**src/rtl/surv_ram_sched_pkg.sv**
```systemverilog
// Shared types and default widths for the survivor-RAM scheduler.
// Width defines normally arrive from the shared params.v; the guarded fallbacks only cover standalone builds.
`ifndef WD_DEPTH
`define WD_DEPTH 2
`endif
`ifndef WD_RAM_ADDRESS
`define WD_RAM_ADDRESS 5
`endif
`ifndef WD_RAM_DATA
`define WD_RAM_DATA 8
`endif

package surv_ram_sched_pkg;

  localparam int WD_PAGE_DEF = `WD_DEPTH;
  localparam int WD_SEG_DEF  = `WD_RAM_ADDRESS - `WD_DEPTH;
  localparam int WD_DATA_DEF = `WD_RAM_DATA;

  // One-hot grant from the two-requester arbiter: bit 0 write, bit 1 read.
  typedef enum logic [1:0] {
    GNT_NONE = 2'b00,
    GNT_WR   = 2'b01,
    GNT_RD   = 2'b10
  } gnt_e;

  typedef enum logic {
    WIN_WR = 1'b0,
    WIN_RD = 1'b1
  } winner_e;

endpackage

```
**src/rtl/surv_ram_sched_if.sv**
```systemverilog
// ACS write / traceback read / release handshake bundle for surv_ram_sched.
// The scheduler sits on the slave side; the datapath driving requests is the master.
interface surv_ram_sched_if #(
  parameter int WD_PAGE = surv_ram_sched_pkg::WD_PAGE_DEF,
  parameter int WD_SEG  = surv_ram_sched_pkg::WD_SEG_DEF,
  parameter int WD_DATA = surv_ram_sched_pkg::WD_DATA_DEF
);
  logic               wr_req;
  logic               wr_last;
  logic [WD_SEG-1:0]  wr_seg;
  logic [WD_DATA-1:0] wr_data;
  logic               wr_gnt;
  logic               rd_req;
  logic [WD_PAGE-1:0] rd_page;
  logic [WD_SEG-1:0]  rd_seg;
  logic               rd_gnt;
  logic               rd_valid;
  logic [WD_DATA-1:0] rd_data;
  logic               tb_release;

  modport master (
    output wr_req, wr_last, wr_seg, wr_data, rd_req, rd_page, rd_seg, tb_release,
    input  wr_gnt, rd_gnt, rd_valid, rd_data
  );

  modport slave (
    input  wr_req, wr_last, wr_seg, wr_data, rd_req, rd_page, rd_seg, tb_release,
    output wr_gnt, rd_gnt, rd_valid, rd_data
  );
endinterface

```
**src/rtl/surv_ram_sched_arb2.sv**
```systemverilog
// surv_arb2: two-requester arbiter for the survivor RAM port (write vs traceback read).
// SURV_RR_ARB_EN selects round-robin between simultaneous requests; otherwise write always wins.
module surv_arb2
  import surv_ram_sched_pkg::*;
(
`ifdef SURV_RR_ARB_EN
  input  logic clk,
  input  logic rst,
`endif
  input  logic wr_elig,
  input  logic rd_elig,
  output gnt_e gnt
);

`ifdef SURV_RR_ARB_EN
  winner_e last_q, last_d;

  always_comb begin
    gnt    = GNT_NONE;
    last_d = last_q;
    if (wr_elig && rd_elig) gnt = (last_q == WIN_RD) ? GNT_WR : GNT_RD;
    else if (wr_elig)       gnt = GNT_WR;
    else if (rd_elig)       gnt = GNT_RD;
    if (gnt == GNT_WR) last_d = WIN_WR;
    if (gnt == GNT_RD) last_d = WIN_RD;
  end

  // Starting from "read won last" lets the first contested cycle go to the writer.
  always_ff @(posedge clk or posedge rst) begin
    if (rst) last_q <= WIN_RD;
    else     last_q <= last_d;
  end
`else
  always_comb begin
    gnt = GNT_NONE;
    if (wr_elig)      gnt = GNT_WR;
    else if (rd_elig) gnt = GNT_RD;
  end
`endif

endmodule

```
**src/rtl/surv_ram_sched.sv**
```systemverilog
// Survivor-memory scheduler: pages a single-port RAM between ACS writes and traceback reads.
// Optional macro SURV_RR_ARB_EN switches the port arbiter from write-priority to round-robin.
module surv_ram_sched
  import surv_ram_sched_pkg::*;
#(
  parameter int WD_PAGE = `WD_DEPTH,
  parameter int WD_SEG  = `WD_RAM_ADDRESS - `WD_DEPTH,
  parameter int WD_DATA = `WD_RAM_DATA
) (
  input  logic                      CLOCK,
  input  logic                      Reset,
  input  logic                      Active,
  input  logic                      Hold,
  surv_ram_sched_if.slave           acs,
  output logic                      ram_en,
  output logic                      ram_we,
  output logic [WD_PAGE+WD_SEG-1:0] ram_addr,
  output logic [WD_DATA-1:0]        ram_wdata,
  input  logic [WD_DATA-1:0]        ram_rdata,
  output logic [WD_PAGE-1:0]        wr_page,
  output logic [WD_PAGE-1:0]        oldest_page,
  output logic [WD_PAGE-1:0]        newest_page,
  output logic [WD_PAGE:0]          full_cnt,
  output logic                      err
);

  localparam logic [WD_PAGE:0]   CNT_FULL = {1'b1, {WD_PAGE{1'b0}}};
  localparam logic [WD_PAGE:0]   CNT_ONE  = (WD_PAGE+1)'(1);
  localparam logic [WD_PAGE-1:0] PAGE_ONE = WD_PAGE'(1);

  logic [WD_PAGE-1:0] wr_page_q, wr_page_d;
  logic [WD_PAGE-1:0] oldest_q, oldest_d;
  logic [WD_PAGE:0]   cnt_q, cnt_d;
  logic               err_q, err_d;
  logic               rd_valid_q, rd_valid_d;
  logic               wr_elig, rd_elig, page_done, release_ok;
  gnt_e               gnt;

  // Reset gates eligibility so an access in flight at reset never reaches the RAM.
  assign wr_elig = acs.wr_req & Active & ~Hold & ~Reset & (cnt_q != CNT_FULL);
  assign rd_elig = acs.rd_req & Active & ~Hold & ~Reset & (cnt_q != '0);

  surv_arb2 u_arb (
`ifdef SURV_RR_ARB_EN
    .clk     (CLOCK),
    .rst     (Reset),
`endif
    .wr_elig (wr_elig),
    .rd_elig (rd_elig),
    .gnt     (gnt)
  );

  assign acs.wr_gnt   = (gnt == GNT_WR);
  assign acs.rd_gnt   = (gnt == GNT_RD);
  assign acs.rd_valid = rd_valid_q;
  assign acs.rd_data  = ram_rdata;

  assign ram_en    = acs.wr_gnt | acs.rd_gnt;
  assign ram_we    = acs.wr_gnt;
  assign ram_addr  = acs.wr_gnt ? {wr_page_q, acs.wr_seg} : {acs.rd_page, acs.rd_seg};
  assign ram_wdata = acs.wr_data;

  assign wr_page     = wr_page_q;
  assign oldest_page = oldest_q;
  assign newest_page = wr_page_q - PAGE_ONE;
  assign full_cnt    = cnt_q;
  assign err         = err_q;

  assign page_done  = acs.wr_gnt & acs.wr_last;
  assign release_ok = acs.tb_release & (cnt_q != '0);

  always_comb begin
    wr_page_d  = wr_page_q;
    oldest_d   = oldest_q;
    cnt_d      = cnt_q;
    err_d      = err_q | (acs.tb_release & (cnt_q == '0));
    rd_valid_d = acs.rd_gnt;
    if (page_done)  wr_page_d = wr_page_q + PAGE_ONE;
    if (release_ok) oldest_d  = oldest_q + PAGE_ONE;
    // Simultaneous completion and release cancel in the occupancy count.
    case ({page_done, release_ok})
      2'b10:   cnt_d = cnt_q + CNT_ONE;
      2'b01:   cnt_d = cnt_q - CNT_ONE;
      default: cnt_d = cnt_q;
    endcase
  end

  always_ff @(posedge CLOCK or posedge Reset) begin
    if (Reset) begin
      wr_page_q  <= '0;
      oldest_q   <= '0;
      cnt_q      <= '0;
      err_q      <= 1'b0;
      rd_valid_q <= 1'b0;
    end else begin
      wr_page_q  <= wr_page_d;
      oldest_q   <= oldest_d;
      cnt_q      <= cnt_d;
      err_q      <= err_d;
      rd_valid_q <= rd_valid_d;
    end
  end

endmodule

```
**src/flat_wrapper.sv**
```systemverilog
// flat-port wrapper written by rule: the top's interface ports become plain ports
module surv_ram_sched_flat import surv_ram_sched_pkg::*;
#(
  parameter int WD_PAGE = `WD_DEPTH,
  parameter int WD_SEG  = `WD_RAM_ADDRESS - `WD_DEPTH,
  parameter int WD_DATA = `WD_RAM_DATA
)
  (CLOCK, Reset, Active, Hold, ram_en, ram_we, ram_addr, ram_wdata, ram_rdata, wr_page, oldest_page, newest_page, full_cnt, err, acs_wr_req, acs_wr_last, acs_wr_seg, acs_wr_data, acs_rd_req, acs_rd_page, acs_rd_seg, acs_tb_release, acs_wr_gnt, acs_rd_gnt, acs_rd_valid, acs_rd_data);
  surv_ram_sched_if #(.WD_PAGE(WD_PAGE), .WD_SEG(WD_SEG), .WD_DATA(WD_DATA)) acs_i ();
  input  logic CLOCK;
  input  logic Reset;
  input  logic Active;
  input  logic Hold;
  output logic ram_en;
  output logic ram_we;
  output logic [WD_PAGE+WD_SEG-1:0] ram_addr;
  output logic [WD_DATA-1:0] ram_wdata;
  input  logic [WD_DATA-1:0] ram_rdata;
  output logic [WD_PAGE-1:0] wr_page;
  output logic [WD_PAGE-1:0] oldest_page;
  output logic [WD_PAGE-1:0] newest_page;
  output logic [WD_PAGE:0] full_cnt;
  output logic err;
  input wire logic [$bits(acs_i.wr_req)-1:0] acs_wr_req;
  input wire logic [$bits(acs_i.wr_last)-1:0] acs_wr_last;
  input wire logic [$bits(acs_i.wr_seg)-1:0] acs_wr_seg;
  input wire logic [$bits(acs_i.wr_data)-1:0] acs_wr_data;
  input wire logic [$bits(acs_i.rd_req)-1:0] acs_rd_req;
  input wire logic [$bits(acs_i.rd_page)-1:0] acs_rd_page;
  input wire logic [$bits(acs_i.rd_seg)-1:0] acs_rd_seg;
  input wire logic [$bits(acs_i.tb_release)-1:0] acs_tb_release;
  output wire logic [$bits(acs_i.wr_gnt)-1:0] acs_wr_gnt;
  output wire logic [$bits(acs_i.rd_gnt)-1:0] acs_rd_gnt;
  output wire logic [$bits(acs_i.rd_valid)-1:0] acs_rd_valid;
  output wire logic [$bits(acs_i.rd_data)-1:0] acs_rd_data;
  assign acs_i.wr_req = acs_wr_req;
  assign acs_i.wr_last = acs_wr_last;
  assign acs_i.wr_seg = acs_wr_seg;
  assign acs_i.wr_data = acs_wr_data;
  assign acs_i.rd_req = acs_rd_req;
  assign acs_i.rd_page = acs_rd_page;
  assign acs_i.rd_seg = acs_rd_seg;
  assign acs_i.tb_release = acs_tb_release;
  assign acs_wr_gnt = acs_i.wr_gnt;
  assign acs_rd_gnt = acs_i.rd_gnt;
  assign acs_rd_valid = acs_i.rd_valid;
  assign acs_rd_data = acs_i.rd_data;
  surv_ram_sched #(.WD_PAGE(WD_PAGE), .WD_SEG(WD_SEG), .WD_DATA(WD_DATA)) u_core (.CLOCK(CLOCK), .Reset(Reset), .Active(Active), .Hold(Hold), .acs(acs_i), .ram_en(ram_en), .ram_we(ram_we), .ram_addr(ram_addr), .ram_wdata(ram_wdata), .ram_rdata(ram_rdata), .wr_page(wr_page), .oldest_page(oldest_page), .newest_page(newest_page), .full_cnt(full_cnt), .err(err));
endmodule
```
**config.mk**
```make
export PLATFORM = sky130hd
export DESIGN_NAME = surv_ram_sched_flat
export DESIGN_NICKNAME = d
export VERILOG_FILES = /design/src/rtl/surv_ram_sched_pkg.sv /design/src/rtl/surv_ram_sched_if.sv /design/src/rtl/surv_ram_sched_arb2.sv /design/src/rtl/surv_ram_sched.sv /design/src/flat_wrapper.sv
export SDC_FILE = /design/constraint.sdc
export NUM_CORES = 1
export LEC_CHECK = 0
export BUFFER_PORTS_ARGS = -buffer_cell sky130_fd_sc_hd__buf_2
export CORE_MARGIN = 3
export CORE_UTILIZATION = 34
export DETAILED_ROUTE_END_ITERATION = 10
export GPL_TIMING_DRIVEN = 0
export HOLD_SLACK_MARGIN = 0.12
export PLACE_DENSITY_LB_ADDON = 0.05
export RECOVER_POWER = 25
export SYNTH_ARGS = -nofsm -noshare
export SYNTH_HDL_FRONTEND = slang
export SYNTH_HIERARCHICAL = 1
export SYNTH_SLANG_ARGS = --single-unit
export TNS_END_PERCENT = 50
```
**constraint.sdc**
```tcl
create_clock -name CLOCK -period 3.66 [get_ports CLOCK]
set_clock_uncertainty 0.05 [all_clocks]
set_input_delay 0.549 -clock CLOCK [delete_from_list [all_inputs] [get_ports CLOCK]]
set_output_delay 0.549 -clock CLOCK [all_outputs]
set_load 0.02 [all_outputs]
```
# Word-level counts from Yosys, hierarchy flattened
# Cells that the tools add are included.
dict set report word_totals {
  ff_bits 9
  out_inout_bits 36
  elab_cells 37
}
dict set report classes {
  n_addsub 5
  eq_ne 5
  mux 4
  n_bitwise 15
  n_reduce_logical 3
}
# op count
set op_table {}
lappend op_table {{bitwise AND 1 bit} 11}
lappend op_table {{case mux 3 bit (2 select lines)} 1}
lappend op_table {{2-to-1 mux 5 bit} 1}
lappend op_table {{adder 2 x 1 -> 2 bit (second input constant)} 2}
lappend op_table {{equality test 2 x 1 -> 1 bit (second input constant)} 2}
lappend op_table {{equality test 2 bit (second input constant)} 2}
lappend op_table {{2-to-1 mux 2 bit} 2}
lappend op_table {{adder 3 x 1 -> 3 bit (second input constant)} 1}
lappend op_table {{logical NOT 3 bit} 1}
lappend op_table {{inequality test 3 bit (second input constant)} 1}
lappend op_table {{nonzero test 3 bit} 1}
lappend op_table {{subtractor 3 x 1 -> 3 bit (second input constant)} 1}
lappend op_table {{NOT 1 bit} 2}
lappend op_table {{OR 1 bit} 2}
lappend op_table {{nonzero test 2 bit} 1}
lappend op_table {{subtractor 2 x 1 -> 2 bit (second input constant)} 1}

# Longest topological paths before layout
dict set report logic_depth {
  ltp_word 10
  depth_mapped 12
  mapped_depth_nobuf 11
}

# Modules after synthesis
# Netlist, hierarchy kept.
# mod instances cells_per_inst area_per_inst_um2
set by_module_without_submodules {}
lappend by_module_without_submodules {surv_ram_sched 1 62 641.9}
lappend by_module_without_submodules {surv_arb2 1 2 21.3}

# Worst setup path before layout
# OpenSTA, ideal clock, no wires.
dict set report synth_path {
  path_kind {register to register}
  startpoint {reg u_core.cnt_q[0], in the netlist u_core/full_cnt[0]}
  endpoint {reg u_core.cnt_q[2], in the netlist u_core/full_cnt[2]}
  t_arrival_ns 2.724
  required_ns 3.488
  path_slack_ns 0.764
  stages_incl_launch_ff 13
  period_less_slack_ns 2.896
  cell_sequence {dfrtp_1 > or3_1 > and3_1 > nor2b_4 > inv_1 > ha_1 > buf_2 > nand2_1 > ha_1 > fa_1 > xnor2_1 > nor2_1 > xnor2_1}
}
dict set report synth_between {
  elab_chain_cells 8
}
# item line
set synth_rtl {}
lappend synth_rtl {{start, declared} surv_ram_sched.sv:33} ;# logic [WD_PAGE:0] cnt_q, cnt_d;
lappend synth_rtl {{start signal, assigned} surv_ram_sched.sv:98} ;# cnt_q <= cnt_d;
lappend synth_rtl {{nonzero test 3 bit *} surv_ram_sched.sv:41} ;# assign rd_elig = acs.rd_req & Active & ~Hold & ~Reset & (cnt_q != '0);
lappend synth_rtl {{bitwise AND 1 bit *} surv_ram_sched.sv:41}
lappend synth_rtl {{net u_core.rd_elig} surv_ram_sched.sv:36} ;# logic wr_elig, rd_elig, page_done, release_ok;
lappend synth_rtl {{2-to-1 mux 2 bit *} surv_ram_sched_arb2.sv:37} ;# else if (rd_elig) gnt = GNT_RD;
lappend synth_rtl {{2-to-1 mux 2 bit *} surv_ram_sched_arb2.sv:36} ;# if (wr_elig) gnt = GNT_WR;
lappend synth_rtl {{net u_core.gnt[1]} surv_ram_sched.sv:37} ;# gnt_e gnt;
lappend synth_rtl {{equality test 2 x 1 -> 1 bit *} surv_ram_sched.sv:53} ;# assign acs.wr_gnt = (gnt == GNT_WR);
lappend synth_rtl {{net acs_wr_gnt} flat_wrapper.sv:32} ;# output wire logic [$bits(acs_i.wr_gnt)-1:0] acs_wr_gnt;
lappend synth_rtl {{bitwise AND 1 bit *} surv_ram_sched.sv:69} ;# assign page_done = acs.wr_gnt & acs.wr_last;
lappend synth_rtl {{equality test 2 x 1 -> 1 bit or equality test 2 bit (tied branches)} surv_ram_sched.sv:81} ;# case ({page_done, release_ok})
lappend synth_rtl {{case mux 3 bit (2 select lines) or nonzero test 2 bit (tied branches)} n/a}
# Mark *: on every way through the listed nets, which the timed path passes. The rest lies on a longest branch.
# A chain may end at the register's enable or synchronous reset.

# Final worst setup path
dict set report layout_path {
  startpoint {reg u_core.cnt_q[0], in the netlist u_core/full_cnt[0]}
  endpoint {out ram_addr[4]}
}
dict set report layout_between {
  elab_chain_cells 6
}
# item line
set layout_rtl {}
lappend layout_rtl {{nonzero test 3 bit} surv_ram_sched.sv:41}
lappend layout_rtl {{bitwise AND 1 bit} surv_ram_sched.sv:41}
lappend layout_rtl {{net u_core.rd_elig} surv_ram_sched.sv:36}
lappend layout_rtl {{2-to-1 mux 2 bit} surv_ram_sched_arb2.sv:37}
lappend layout_rtl {{2-to-1 mux 2 bit} surv_ram_sched_arb2.sv:36}
lappend layout_rtl {{net u_core.gnt[1]} surv_ram_sched.sv:37}
lappend layout_rtl {{equality test 2 x 1 -> 1 bit} surv_ram_sched.sv:53}
lappend layout_rtl {{2-to-1 mux 5 bit} surv_ram_sched.sv:60} ;# assign ram_addr = acs.wr_gnt ? {wr_page_q, acs.wr_seg} : {acs.rd_page, acs.rd_seg};
lappend layout_rtl {{end, declared} flat_wrapper.sv:16} ;# output logic [WD_PAGE+WD_SEG-1:0] ram_addr;
# The timed path passes the listed nets, and every way through them passes these cells.

==> qor.yml <==
finalCritPeriodShare_pct: 79.86
start_kind: "flop"
critPathMaxFanout: 7
synth_warnings: 6
rows: 15
cts_root_buf: "clkbuf_4"
dp_hpwl_um: 1227
drt_wl_total_um: 1404
viasPerCell: 4.104
clkSlewWorstSetupHoldPaths_ps: 60
power_frac_comb_pct: 54.2
endpoint_kind: "output port"
start_util_pct: 37.19
slew_viol_final: 0
routabilityCongestion: 0.7095
peakVddDrop_uv: 207.0
timing.rr.start: "u_core/full_cnt[0]$_DFFE_PP0P_"
postLayoutCoreUtil_pct: 54.67
rsz0062_at_grt: "no"
track_usage_pct: 10.86
num_vias: 591
p_sw_mw: 0.2706
grt_pass1_vias: 564
critPathMaxStageDelay_ps: 460
worst_pin_slew_ps: 345.2
worstPathArrival_ps: 2320
grt_overflow: 0
die_x_um: 50.17
cts.sinks: 9
p_total_mw: 0.6043
htreeDepth: 1
min_period_ps: 2923
p_int_mw: 0.3337
cts_resized: 0
hold_class: "primary input to asynchronous set/reset pin"
wire_per_inst_um: 9.750
ff2ff_path_depth: 12
first_iter_violations: 1
seq_area_frac_synth_pct: 33.96
slew_headroom_pct: 76.96
layout_commonest_cell: "buf_2"
hold_buffers: 0
clockBufferDepth: 2
die_y_um: 50.17
ys_seq_elements: 9
cp_common_cell: "buf_2"
drtPass1Iterations: 2
syn_to_final_growth_pct: 46.98
core_um2: 1783
drive_above_1_share_pct: 66.39
p_clk_share_pct: 12.4
switching_share_pct: 44.78
antenna_found_initial: 0
cp_slowest_cell: "dfrtp_1"
dpl.cell_count: 140
portBuffers: 51
path_class: "flop to output port"
finalHoldViolCount: 0
ios: 68
fin_setup_tns_ps: 0
seq_power_share_pct: 33.4
syn_area_um2: 663.1
maxCapViolCount: 0
required_ps: 3060
grt_max_degree: 10
power_density_nw_per_um2: 620.0
path_cells: "or3_1 > and3_1 > nor2b_4 > inv_1 > ha_1 > buf_2 > mux2_2 > buf_2"
syn_area_per_cell_um2: 10.36
leakagePower_nw: 0.5432
antennaDiodeCount: 0
cts_buffers: 3
clock.fmax_mhz: 342.1
final_cells: 144
netlist_instances: 64
r2r_end: "u_core/full_cnt[2]$_DFFE_PP0P_"
outcome: "finished, final reports clean"
nets: 156
antenna_left: 0
mostFrequentLayoutCells: "buf_2, buf_4, dfrtp_1"
post_cts_buffers: 0
ys_types: 19
drc: 0
cts_tree: "yes"
die-area_um2: 2517
syn_nets: 100
setup_viol: 0
reg2reg_slack_ps: 830
clk_latency_ps: 250
grt_pass1_wl_um: 2145
metrics by stage:
step	setup slack [ps]	hold slack, ps	instance area [um^2]
after global routing	579.2	222.3	974.7
after floorplan	764.0	326.9	663.1
after CTS	706.9	214.4	975.9
final	737.3	207.1	974.7
after detailed placement	716.0	407.0	949.7
after global placement	742.4	403.5	949.7
worst max-delay path, delay by kind of cell (launching register included):
family | cells | cell delay, ps
muxes | 1 | 340
buffers and inverters | 3 | 410
adders and majority gates | 1 | 170
DFF | 1 | 460
and+or+nand+nor | 3 | 690
layer usage:
| metal | wire [um] | share of wire, % | track usage, % |
|---|---|---|---|
| met5 | 0 | 0 | 0 |
| met4 | 16 | 1.1 | 5.530 |
| met2 | 634 | 45 | 18.26 |
| met3 | 171 | 12 | 2.671 |
| met1 | 582 | 41 | 12.66 |
sequential cells by signal, summed over array words and instances, names as in the netlist:
name and count:
u_core/full_cnt 3, u_core/oldest_page 2, u_core/wr_page 2, u_core/acs.rd_valid 1
u_core/err 1
area by class of cell:
| cell class | instances | area [um^2] |
|---|---|---|
| Buffer | 19 | 140.1 |
| Clock buffer | 4 | 26.28 |
| Fill cell | 191 | 808.3 |
| Inverter | 7 | 26.28 |
| Multi-Input combinational cell | 29 | 271.5 |
| Sequential cell | 9 | 225.2 |
| Tap cell | 25 | 31.28 |
| Timing Repair Buffer | 51 | 254.0 |
logic make-up (layout without fill, tap and decap cells):
| kind of cell | Yosys count | after routing | share of synthesized area, % |
|---|---|---|---|
| DFF | 9 | 9 | 33.96 |
| and+or+nand+nor | 8 | 8 | 7.547 |
| adders and majority gates | 4 | 4 | 8.680 |
| xor gates and xnor gates | 8 | 8 | 10.57 |
| AOI/OAI and AO/OA | 3 | 3 | 3.963 |
| buffers and inverters | 26 | 81 | 25.09 |
| muxes | 6 | 6 | 10.19 |
power groups by stage:
stage / logic, mW / clock network (mW) / registers [mW]
after floorplan: 0.174 / 0 / 0.252
after global placement: 0.323 / 0 / 0.203
after detailed placement: 0.332 / 0 / 0.205
after CTS: 0.334 / 0.0781 / 0.203
after global routing: 0.356 / 0.0836 / 0.210
final: 0.327 / 0.0749 / 0.202
Yosys cell counts (all sizes together):
| cell type | instances | area share (%) |
|---|---|---|
| nor3b | 1 | 1.1 |
| o31a | 1 | 1.3 |
| or3 | 1 | 0.94 |
| nand2 | 2 | 1.1 |
| nand3 | 1 | 0.75 |
| o21bai | 1 | 1.1 |
| fa | 1 | 3.0 |
| xnor2 | 7 | 9.2 |
| dfrtp | 9 | 34 |
| and3 | 1 | 0.94 |
| mux2 | 6 | 10 |
| buf | 19 | 21 |
| nor2b | 1 | 2.1 |
| ha | 3 | 5.7 |
| inv | 7 | 4.0 |
| nor2 | 1 | 0.57 |
| xor2 | 1 | 1.3 |
| o311a | 1 | 1.5 |
how the worst max path moves through the flow:
stage	start	cells past startpoint	to
after detailed placement	Hold	12	u_core/full_cnt[2]$_DFFE_PP0P_
final	u_core/full_cnt[0]$_DFFE_PP0P_	8	ram_addr[4]
after global placement	Hold	12	u_core/full_cnt[2]$_DFFE_PP0P_
after global routing	u_core/full_cnt[0]$_DFFE_PP0P_	8	ram_addr[1]
after CTS	u_core/full_cnt[0]$_DFFE_PP0P_	8	ram_addr[1]
after floorplan	u_core/full_cnt[0]$_DFFE_PP0P_	12	u_core/full_cnt[2]$_DFFE_PP0P_
Note: power is estimated with default switching activity, not from simulation.
